### src/rtl/bilinear_scale_ctrl_if.sv
// Bus between the line-buffer stream controller (master) and bilinear_scale_ctrl (slave):
// frame configuration handshake plus the per-pixel coordinate mapping path.
interface bilinear_scale_ctrl_if #(
    parameter int INDEX_WIDTH = 16,
    parameter int INT_WIDTH   = 8,
    parameter int FIX_WIDTH   = 12
);
    logic                           cfg_start_i;
    logic [INDEX_WIDTH-1:0]         src_width_i;
    logic [INDEX_WIDTH-1:0]         src_height_i;
    logic [INDEX_WIDTH-1:0]         dest_width_i;
    logic [INDEX_WIDTH-1:0]         dest_height_i;
    logic                           cfg_busy_o;
    logic                           cfg_done_o;
    logic                           cfg_err_o;
    logic [INT_WIDTH+FIX_WIDTH-1:0] scale_factorx_o;
    logic [INT_WIDTH+FIX_WIDTH-1:0] scale_factory_o;
    logic [INDEX_WIDTH-1:0]         destx_i;
    logic [INDEX_WIDTH-1:0]         desty_i;
    logic [INDEX_WIDTH-1:0]         srcx_int_o;
    logic [INDEX_WIDTH-1:0]         srcy_int_o;
    logic [FIX_WIDTH-1:0]           srcx_frac_o;
    logic [FIX_WIDTH-1:0]           srcy_frac_o;

    modport master (
        output cfg_start_i, src_width_i, src_height_i, dest_width_i, dest_height_i,
        output destx_i, desty_i,
        input  cfg_busy_o, cfg_done_o, cfg_err_o, scale_factorx_o, scale_factory_o,
        input  srcx_int_o, srcy_int_o, srcx_frac_o, srcy_frac_o
    );

    modport slave (
        input  cfg_start_i, src_width_i, src_height_i, dest_width_i, dest_height_i,
        input  destx_i, desty_i,
        output cfg_busy_o, cfg_done_o, cfg_err_o, scale_factorx_o, scale_factory_o,
        output srcx_int_o, srcy_int_o, srcx_frac_o, srcy_frac_o
    );
endinterface

### src/rtl/bilinear_scale_ctrl.sv
// Bilinear scaler control: restoring divider that derives src/dest scale factors at frame
// configuration, plus a free-running pipeline mapping destination pixels to source index/weight.
module bilinear_scale_ctrl #(
    parameter int INDEX_WIDTH = 16,
    parameter int INT_WIDTH   = 8,
    parameter int FIX_WIDTH   = 12
) (
    input  logic                 clk_i,
    input  logic                 rst_n_i,
    bilinear_scale_ctrl_if.slave bus
);
    localparam int Q  = INT_WIDTH + FIX_WIDTH;
    localparam int DW = INDEX_WIDTH + FIX_WIDTH;
    localparam int IW = INDEX_WIDTH + INT_WIDTH;
    localparam int PW = INDEX_WIDTH + Q;
    localparam int CW = $clog2(Q);
    localparam logic [Q-1:0]           SCALE_ONE = Q'(2 ** FIX_WIDTH);
    localparam logic [CW-1:0]          LAST_STEP = CW'(Q - 1);
    localparam logic [INDEX_WIDTH-1:0] ONE_INDEX = INDEX_WIDTH'(1);

    typedef enum logic [2:0] {
        S_IDLE,
        S_DIV_X,
        S_DIV_Y,
        S_DONE,
        S_ERR
    } state_t;

    state_t                 r_state;
    state_t                 w_next;
    logic                   w_accept;
    logic                   w_busy;
    logic                   w_dims_bad;
    logic                   w_div_last;
    logic                   w_dividing;
    logic                   w_qbit;

    logic [INDEX_WIDTH-1:0] r_sh_src_w;
    logic [INDEX_WIDTH-1:0] r_sh_src_h;
    logic [INDEX_WIDTH-1:0] r_sh_dst_w;
    logic [INDEX_WIDTH-1:0] r_sh_dst_h;
    logic [INDEX_WIDTH-1:0] r_act_src_w;
    logic [INDEX_WIDTH-1:0] r_act_src_h;

    logic [INDEX_WIDTH-1:0] r_rem;
    logic [INDEX_WIDTH-1:0] w_rem_next;
    logic [INDEX_WIDTH-1:0] w_init_rem;
    logic [INDEX_WIDTH-1:0] w_divisor;
    logic [INDEX_WIDTH-1:0] w_load_src;
    logic [INDEX_WIDTH-1:0] w_diff;
    logic [INDEX_WIDTH:0]   w_trial;
    logic [DW-1:0]          w_dividend;
    logic [Q-1:0]           r_dvd;
    logic [Q-1:0]           w_init_dvd;
    logic [Q-1:0]           r_quo;
    logic [Q-1:0]           w_quo_next;
    logic [Q-1:0]           r_qx;
    logic [Q-1:0]           r_scale_x;
    logic [Q-1:0]           r_scale_y;
    logic [CW-1:0]          r_cnt;
    logic                   r_done;
    logic                   r_err;

    // A legal ratio keeps the quotient inside Q bits, so the divider can skip the top bits.
    assign w_dims_bad = (bus.src_width_i == '0) || (bus.src_height_i == '0)
                     || (bus.dest_width_i == '0) || (bus.dest_height_i == '0)
                     || (IW'(bus.src_width_i) >= {bus.dest_width_i, {INT_WIDTH{1'b0}}})
                     || (IW'(bus.src_height_i) >= {bus.dest_height_i, {INT_WIDTH{1'b0}}});

    assign w_dividing = (r_state == S_DIV_X) || (r_state == S_DIV_Y);
    assign w_div_last = (r_cnt == LAST_STEP);
    assign w_load_src = (r_state == S_IDLE) ? bus.src_width_i : r_sh_src_h;
    assign w_dividend = {w_load_src, {FIX_WIDTH{1'b0}}};
    assign w_init_rem = INDEX_WIDTH'(w_dividend[DW-1:Q]);
    assign w_init_dvd = w_dividend[Q-1:0];

    assign w_divisor  = (r_state == S_DIV_X) ? r_sh_dst_w : r_sh_dst_h;
    assign w_trial    = {r_rem, r_dvd[Q-1]};
    assign w_qbit     = (w_trial >= {1'b0, w_divisor});
    assign w_diff     = w_trial[INDEX_WIDTH-1:0] - w_divisor;
    assign w_rem_next = w_qbit ? w_diff : w_trial[INDEX_WIDTH-1:0];
    assign w_quo_next = {r_quo[Q-2:0], w_qbit};

    always_ff @(posedge clk_i or negedge rst_n_i) begin
        if (!rst_n_i) begin
            r_state <= S_IDLE;
        end else begin
            r_state <= w_next;
        end
    end

    // Busy stays up through the done pulse of a successful configuration.
    always_comb begin
        w_next   = r_state;
        w_accept = 1'b0;
        w_busy   = (r_state == S_DIV_X) || (r_state == S_DIV_Y) || (r_state == S_DONE)
                || (r_done && !r_err);
        case (r_state)
            S_IDLE: begin
                if (bus.cfg_start_i) begin
                    w_accept = 1'b1;
                    w_next   = w_dims_bad ? S_ERR : S_DIV_X;
                end
            end
            S_DIV_X: if (w_div_last) w_next = S_DIV_Y;
            S_DIV_Y: if (w_div_last) w_next = S_DONE;
            S_DONE:  w_next = S_IDLE;
            S_ERR:   w_next = S_IDLE;
            default: w_next = S_IDLE;
        endcase
    end

    always_ff @(posedge clk_i or negedge rst_n_i) begin
        if (!rst_n_i) begin
            r_sh_src_w  <= '0;
            r_sh_src_h  <= '0;
            r_sh_dst_w  <= '0;
            r_sh_dst_h  <= '0;
            r_act_src_w <= ONE_INDEX;
            r_act_src_h <= ONE_INDEX;
            r_rem       <= '0;
            r_dvd       <= '0;
            r_quo       <= '0;
            r_qx        <= '0;
            r_cnt       <= '0;
            r_scale_x   <= SCALE_ONE;
            r_scale_y   <= SCALE_ONE;
            r_done      <= 1'b0;
            r_err       <= 1'b0;
        end else begin
            r_done <= 1'b0;
            if (w_accept) begin
                r_sh_src_w <= bus.src_width_i;
                r_sh_src_h <= bus.src_height_i;
                r_sh_dst_w <= bus.dest_width_i;
                r_sh_dst_h <= bus.dest_height_i;
                r_rem      <= w_init_rem;
                r_dvd      <= w_init_dvd;
                r_cnt      <= '0;
                r_err      <= 1'b0;
            end
            if (w_dividing) begin
                r_quo <= w_quo_next;
                if (w_div_last) begin
                    r_cnt <= '0;
                    r_rem <= w_init_rem;
                    r_dvd <= w_init_dvd;
                    if (r_state == S_DIV_X) begin
                        r_qx <= w_quo_next;
                    end
                end else begin
                    r_cnt <= r_cnt + CW'(1);
                    r_rem <= w_rem_next;
                    r_dvd <= {r_dvd[Q-2:0], 1'b0};
                end
            end
            if (r_state == S_DONE) begin
                r_scale_x   <= r_qx;
                r_scale_y   <= r_quo;
                r_act_src_w <= r_sh_src_w;
                r_act_src_h <= r_sh_src_h;
                r_done      <= 1'b1;
                r_err       <= 1'b0;
            end
            if (r_state == S_ERR) begin
                r_done <= 1'b1;
                r_err  <= 1'b1;
            end
        end
    end

    logic [INDEX_WIDTH-1:0] r_dx;
    logic [INDEX_WIDTH-1:0] r_dy;
    logic [PW-1:0]          r_px;
    logic [PW-1:0]          r_py;
    logic [IW-1:0]          w_ix;
    logic [IW-1:0]          w_iy;
    logic [INDEX_WIDTH-1:0] w_maxx;
    logic [INDEX_WIDTH-1:0] w_maxy;
    logic [INDEX_WIDTH-1:0] r_ix3;
    logic [INDEX_WIDTH-1:0] r_iy3;
    logic [FIX_WIDTH-1:0]   r_fx3;
    logic [FIX_WIDTH-1:0]   r_fy3;
    logic [INDEX_WIDTH-1:0] r_maxx3;
    logic [INDEX_WIDTH-1:0] r_maxy3;
    logic                   r_clx3;
    logic                   r_cly3;
    logic [INDEX_WIDTH-1:0] r_sx_int;
    logic [INDEX_WIDTH-1:0] r_sy_int;
    logic [FIX_WIDTH-1:0]   r_sx_frac;
    logic [FIX_WIDTH-1:0]   r_sy_frac;

    assign w_ix   = r_px[PW-1:FIX_WIDTH];
    assign w_iy   = r_py[PW-1:FIX_WIDTH];
    assign w_maxx = r_act_src_w - ONE_INDEX;
    assign w_maxy = r_act_src_h - ONE_INDEX;

    // The clamp compare is registered ahead of the select so the full-width product compare
    // gets its own cycle; this also lands the path on the datapath's 3-cycle adjust latency.
    always_ff @(posedge clk_i or negedge rst_n_i) begin
        if (!rst_n_i) begin
            r_dx      <= '0;
            r_dy      <= '0;
            r_px      <= '0;
            r_py      <= '0;
            r_ix3     <= '0;
            r_iy3     <= '0;
            r_fx3     <= '0;
            r_fy3     <= '0;
            r_maxx3   <= '0;
            r_maxy3   <= '0;
            r_clx3    <= 1'b0;
            r_cly3    <= 1'b0;
            r_sx_int  <= '0;
            r_sy_int  <= '0;
            r_sx_frac <= '0;
            r_sy_frac <= '0;
        end else begin
            r_dx      <= bus.destx_i;
            r_dy      <= bus.desty_i;
            r_px      <= PW'(r_dx) * PW'(r_scale_x);
            r_py      <= PW'(r_dy) * PW'(r_scale_y);
            r_ix3     <= w_ix[INDEX_WIDTH-1:0];
            r_iy3     <= w_iy[INDEX_WIDTH-1:0];
            r_fx3     <= r_px[FIX_WIDTH-1:0];
            r_fy3     <= r_py[FIX_WIDTH-1:0];
            r_maxx3   <= w_maxx;
            r_maxy3   <= w_maxy;
            r_clx3    <= (w_ix >= IW'(w_maxx));
            r_cly3    <= (w_iy >= IW'(w_maxy));
            r_sx_int  <= r_clx3 ? r_maxx3 : r_ix3;
            r_sy_int  <= r_cly3 ? r_maxy3 : r_iy3;
            r_sx_frac <= r_clx3 ? '0 : r_fx3;
            r_sy_frac <= r_cly3 ? '0 : r_fy3;
        end
    end

    assign bus.cfg_busy_o      = w_busy;
    assign bus.cfg_done_o      = r_done;
    assign bus.cfg_err_o       = r_err;
    assign bus.scale_factorx_o = r_scale_x;
    assign bus.scale_factory_o = r_scale_y;
    assign bus.srcx_int_o      = r_sx_int;
    assign bus.srcy_int_o      = r_sy_int;
    assign bus.srcx_frac_o     = r_sx_frac;
    assign bus.srcy_frac_o     = r_sy_frac;
endmodule

### src/flat_wrapper.sv
// flat-port wrapper written by rule: the top's interface ports become plain ports
module bilinear_scale_ctrl_flat 
#(
    parameter int INDEX_WIDTH = 16,
    parameter int INT_WIDTH   = 8,
    parameter int FIX_WIDTH   = 12
)
  (clk_i, rst_n_i, bus_cfg_start_i, bus_src_width_i, bus_src_height_i, bus_dest_width_i, bus_dest_height_i, bus_destx_i, bus_desty_i, bus_cfg_busy_o, bus_cfg_done_o, bus_cfg_err_o, bus_scale_factorx_o, bus_scale_factory_o, bus_srcx_int_o, bus_srcy_int_o, bus_srcx_frac_o, bus_srcy_frac_o);
  bilinear_scale_ctrl_if #(.INDEX_WIDTH(INDEX_WIDTH), .INT_WIDTH(INT_WIDTH), .FIX_WIDTH(FIX_WIDTH)) bus_i ();
  input  logic clk_i;
  input  logic rst_n_i;
  input wire logic [$bits(bus_i.cfg_start_i)-1:0] bus_cfg_start_i;
  input wire logic [$bits(bus_i.src_width_i)-1:0] bus_src_width_i;
  input wire logic [$bits(bus_i.src_height_i)-1:0] bus_src_height_i;
  input wire logic [$bits(bus_i.dest_width_i)-1:0] bus_dest_width_i;
  input wire logic [$bits(bus_i.dest_height_i)-1:0] bus_dest_height_i;
  input wire logic [$bits(bus_i.destx_i)-1:0] bus_destx_i;
  input wire logic [$bits(bus_i.desty_i)-1:0] bus_desty_i;
  output wire logic [$bits(bus_i.cfg_busy_o)-1:0] bus_cfg_busy_o;
  output wire logic [$bits(bus_i.cfg_done_o)-1:0] bus_cfg_done_o;
  output wire logic [$bits(bus_i.cfg_err_o)-1:0] bus_cfg_err_o;
  output wire logic [$bits(bus_i.scale_factorx_o)-1:0] bus_scale_factorx_o;
  output wire logic [$bits(bus_i.scale_factory_o)-1:0] bus_scale_factory_o;
  output wire logic [$bits(bus_i.srcx_int_o)-1:0] bus_srcx_int_o;
  output wire logic [$bits(bus_i.srcy_int_o)-1:0] bus_srcy_int_o;
  output wire logic [$bits(bus_i.srcx_frac_o)-1:0] bus_srcx_frac_o;
  output wire logic [$bits(bus_i.srcy_frac_o)-1:0] bus_srcy_frac_o;
  assign bus_i.cfg_start_i = bus_cfg_start_i;
  assign bus_i.src_width_i = bus_src_width_i;
  assign bus_i.src_height_i = bus_src_height_i;
  assign bus_i.dest_width_i = bus_dest_width_i;
  assign bus_i.dest_height_i = bus_dest_height_i;
  assign bus_i.destx_i = bus_destx_i;
  assign bus_i.desty_i = bus_desty_i;
  assign bus_cfg_busy_o = bus_i.cfg_busy_o;
  assign bus_cfg_done_o = bus_i.cfg_done_o;
  assign bus_cfg_err_o = bus_i.cfg_err_o;
  assign bus_scale_factorx_o = bus_i.scale_factorx_o;
  assign bus_scale_factory_o = bus_i.scale_factory_o;
  assign bus_srcx_int_o = bus_i.srcx_int_o;
  assign bus_srcy_int_o = bus_i.srcy_int_o;
  assign bus_srcx_frac_o = bus_i.srcx_frac_o;
  assign bus_srcy_frac_o = bus_i.srcy_frac_o;
  bilinear_scale_ctrl #(.INDEX_WIDTH(INDEX_WIDTH), .INT_WIDTH(INT_WIDTH), .FIX_WIDTH(FIX_WIDTH)) u_core (.clk_i(clk_i), .rst_n_i(rst_n_i), .bus(bus_i));
endmodule
### config.mk
export PLATFORM = sky130hd
export DESIGN_NAME = bilinear_scale_ctrl_flat
export DESIGN_NICKNAME = d
export VERILOG_FILES = /design/src/rtl/bilinear_scale_ctrl_if.sv /design/src/rtl/bilinear_scale_ctrl.sv /design/src/flat_wrapper.sv
export SDC_FILE = /design/constraint.sdc
export NUM_CORES = 2
export LEC_CHECK = 0
export ABC_AREA = 1
export BUFFER_PORTS_ARGS = -buffer_cell sky130_fd_sc_hd__buf_2
export CORE_MARGIN = 2
export CORE_UTILIZATION = 40
export CTS_CLUSTER_DIAMETER = 60
export CTS_CLUSTER_SIZE = 8
export DETAILED_ROUTE_END_ITERATION = 16
export RECOVER_POWER = 50
export SLEW_MARGIN = 20
export SYNTH_ARGS = -nofsm -noshare
export SYNTH_HDL_FRONTEND = slang
export SYNTH_SLANG_ARGS = --single-unit
### constraint.sdc
create_clock -name clk_i -period 7.8 [get_ports clk_i]
set_input_delay 0.39 -clock clk_i [delete_from_list [all_inputs] [get_ports clk_i]]
set_output_delay 0.39 -clock clk_i [all_outputs]
set_load 0.05 [all_outputs]
==> out/metrics.csv <==
metric,value,unit
status,finished with violations,
violations,"max-capacitance violations, max-slew violations",
cp.buffers_inverters,3,
fin_ws,1.51,ns
peakVddDrop,584,µV
ctsHoldBuffers,41,
maxSlewHeadroom,-1.84,
nets,5742,
num_vias,30200,
grt_max_degree,168,
clock-root-buffer,clkbuf_16,
drcViolationCount,0,
yosysTopAreaCellShare,0.285,
ys.flop_type,dfrtp_1,
dp.cells,6036,
fin_crit_sh,0.807,
fin_cells,6202,
start_util,0.401,
power_density,448,nW/µm²
synth_most_common_cell,nand2_1,
cp_max_fo,20,
vias_per_cell,4.87,
seq_area_frac_synth,0.288,
finalClockSkew,0.0360,ns
insertion_delay,0.64,ns
grt_use_total,0.215,
worstMarginPinSlew,4.25,ns
die_x,320,µm
cts_tree,built,
rsz0062_at_grt,false,
initialDrtViolationCount,1885,
setup_tns,0,ns
critPathKind,reg2reg,
synth.area.top_cells,"dfrtp_1 (29%), fa_1 (25%), nand2_1 (12%)",
grt_pass1_wl,173,mm
n_fill_cell,9898,
crit_path_frequent_cell,fa_1,
clk_pin_slew,0.05,ns
crit_cells,18,
finalSetupViolations,0,
drv_slew,429,
critPathMaxStageDelay,0.95,ns
core_area,99700,µm²
worstPathRequired,8.32,ns
ff_latch_area,11500,µm²
synth_edf_count,0,
cts_inserted_buffers,78,
area_delta_synth_final,11.7,%
num_io_pins,198,
cp_slowest_cell,dfrtp_1,
cts_setup_buffers,0,
fp.dieArea,103000,µm²
fmax,0.159,GHz
wl_per_cell,17.2,µm
die_h,320,µm
final_area,44700,µm²
gp_congestion,0.888,
finalCriticalPeriod,6.29,ns
dr.pass1.iters,8,
routed_wl,107,mm
hold_path_depth,3,
port_buffers,197,
p_leak,25.3,nW
final_layout_size_suffix_gt1_frac,0.0604,
grt_remaining_overflow,0,
syn_inst,4717,
crit_arrival,6.81,ns
cp-start-kind,register,
netlist.top_cell.by_area,dfrtp_1,
cts_max_level,3,
multi_input_area,23600,µm²
cp_top_family,adder cells,
rows,116,
hold_viol,0,
detail-route-antenna-nets,0,
hold_slack,0.0477,ns
placed_area,42100,µm²
hpwl,79.8,mm
post-place-ws,1.56,ns
netlist_area,40000,µm²
antenna_found_initial,0,
ys_warn_count,0,
ys_top_cells_by_count,"nand2_1 (1270), inv_1 (1092), fa_1 (501), dfrtp_1 (456), ha_1 (283)",
synth_nets,5600,
hp-class,in2reg,
synth_seq_cells,460,
synth.avg_cell_area,8.49,µm²
cts_resized,0,
cap_violations,6,
async_reset_ff_frac,1.00,
grt_pass1_vias,31400,
rr_worst_depth,18,
clk_path_buf_depth,3,
crit_chain,nand2_1 > fa_1 > fa_1 > fa_1 > inv_1 > fa_1 > fa_1 > inv_1 > fa_1 > inv_1 > ha_1 > nand2_1 > nor2_1 > nand2_1 > o21ai_0 > nand3_1 > nand3_1 > nand2_1,
crit_path_end_kind,register,
ys_types,48,
cts_sinks,460,
## cells by family after synthesis
| group | share of synthesized area |
|---|---|
| xor gates and xnor gates | 0.0206 |
| DFF | 0.288 |
| muxes | 0.0128 |
| AOI/OAI and AO/OA | 0.0553 |
| and+or+nand+nor | 0.162 |
| buffers and inverters | 0.123 |
| adders and majority gates | 0.339 |
## worst paths after layout
path	start	end	slack, ns
worst min register to register	u_core.r_py[1]	u_core.r_fy3[1]	0.34
min in group asynchronous	rst_n_i	u_core.r_sh_dst_h[13]	0.39
worst max register to register	u_core.r_dy[1]	u_core.r_py[32]	1.51
worst min-delay path	bus_src_height_i[11]	u_core.r_sh_src_h[11]	0.05
worst max-delay path	u_core.r_dy[1]	u_core.r_py[32]	1.51
max in group asynchronous	rst_n_i	u_core.r_dy[12]	2.74
## layout by cell type (no fill, tap or decap), types with 7 or more instances in the layout
cell / synthesis / layout
nand2_1: 1270 / 1272
inv_1: 1092 / 1095
fa_1: 501 / 501
dfrtp_1: 456 / 456
ha_1: 283 / 283
o21ai_0: 199 / 202
nor2_1: 166 / 166
buf_2: 12 / 130
a21oi_1: 128 / 128
clkbuf_1: 179 / 91
nand3_1: 84 / 85
clkbuf_16: 0 / 79
xor2_1: 70 / 70
dlygate4sd3_1: 0 / 41
nand4_1: 37 / 37
nor3_1: 24 / 26
xnor2_1: 24 / 24
mux2_1: 1 / 20
buf_4: 0 / 18
o21bai_1: 16 / 16
mux2i_1: 14 / 14
o21ai_1: 17 / 14
a21o_1: 13 / 13
o211ai_1: 13 / 13
nor4_1: 12 / 13
mux2_2: 32 / 13
nor2_2: 8 / 7
clkinv_2: 0 / 7
## report_power, final
part,total (mW),internal (mW),switching (mW)
combinational,12.7,4.44,8.29
sequential,4.08,3.30,0.775
clock,3.22,2.02,1.20
## metrics by stage
| step | utilization | power [mW] |
|---|---|---|
| after floorplan | - | 13.2 |
| after global placement | 0.422 | 16.9 |
| after detailed placement | 0.422 | 17.0 |
| after CTS | 0.450 | 20.4 |
| after global routing | 0.448 | 22.1 |
| final | 0.449 | 20.0 |
## layout make-up
| cell class | count | share of cell area |
|---|---|---|
| Sequential cell | 460 | 0.258 |
| Clock inverter | 21 | 0.00652 |
| Antenna cell | 1 | 0.0000560 |
| Timing Repair Buffer | 262 | 0.0332 |
| Tap cell | 1298 | 0.0363 |
| Clock buffer | 103 | 0.0471 |
| Multi-Input combinational cell | 2956 | 0.527 |
| Inverter | 1101 | 0.0924 |
## registers in the layout, summed over array words and instances, names as in the netlist, 20 cells and up
name / cells
u_core.r_quo: 20
u_core.bus.scale_factory_o: 20
u_core.r_py: 36
u_core.r_px: 36
u_core.bus.scale_factorx_o: 20
u_core.r_qx: 20
## tightest hold or removal path: cells and delay by family
family | cells | cell delay [ns]
and+or+nand+nor | 1 | 0.05
AOI/OAI and AO/OA | 1 | 0.06
buffers and inverters | 1 | 0.12
## per-layer routing
metal | part of all wire | GRT usage | up-vias
met5 | 0 | 0 | -
met4 | 0.032 | 0.0732 | 0
met3 | 0.050 | 0.0296 | 184
met2 | 0.48 | 0.359 | 732
met1 | 0.43 | 0.287 | 15000
li1 | - | - | 14300
(Power assumes the default switching activity.)
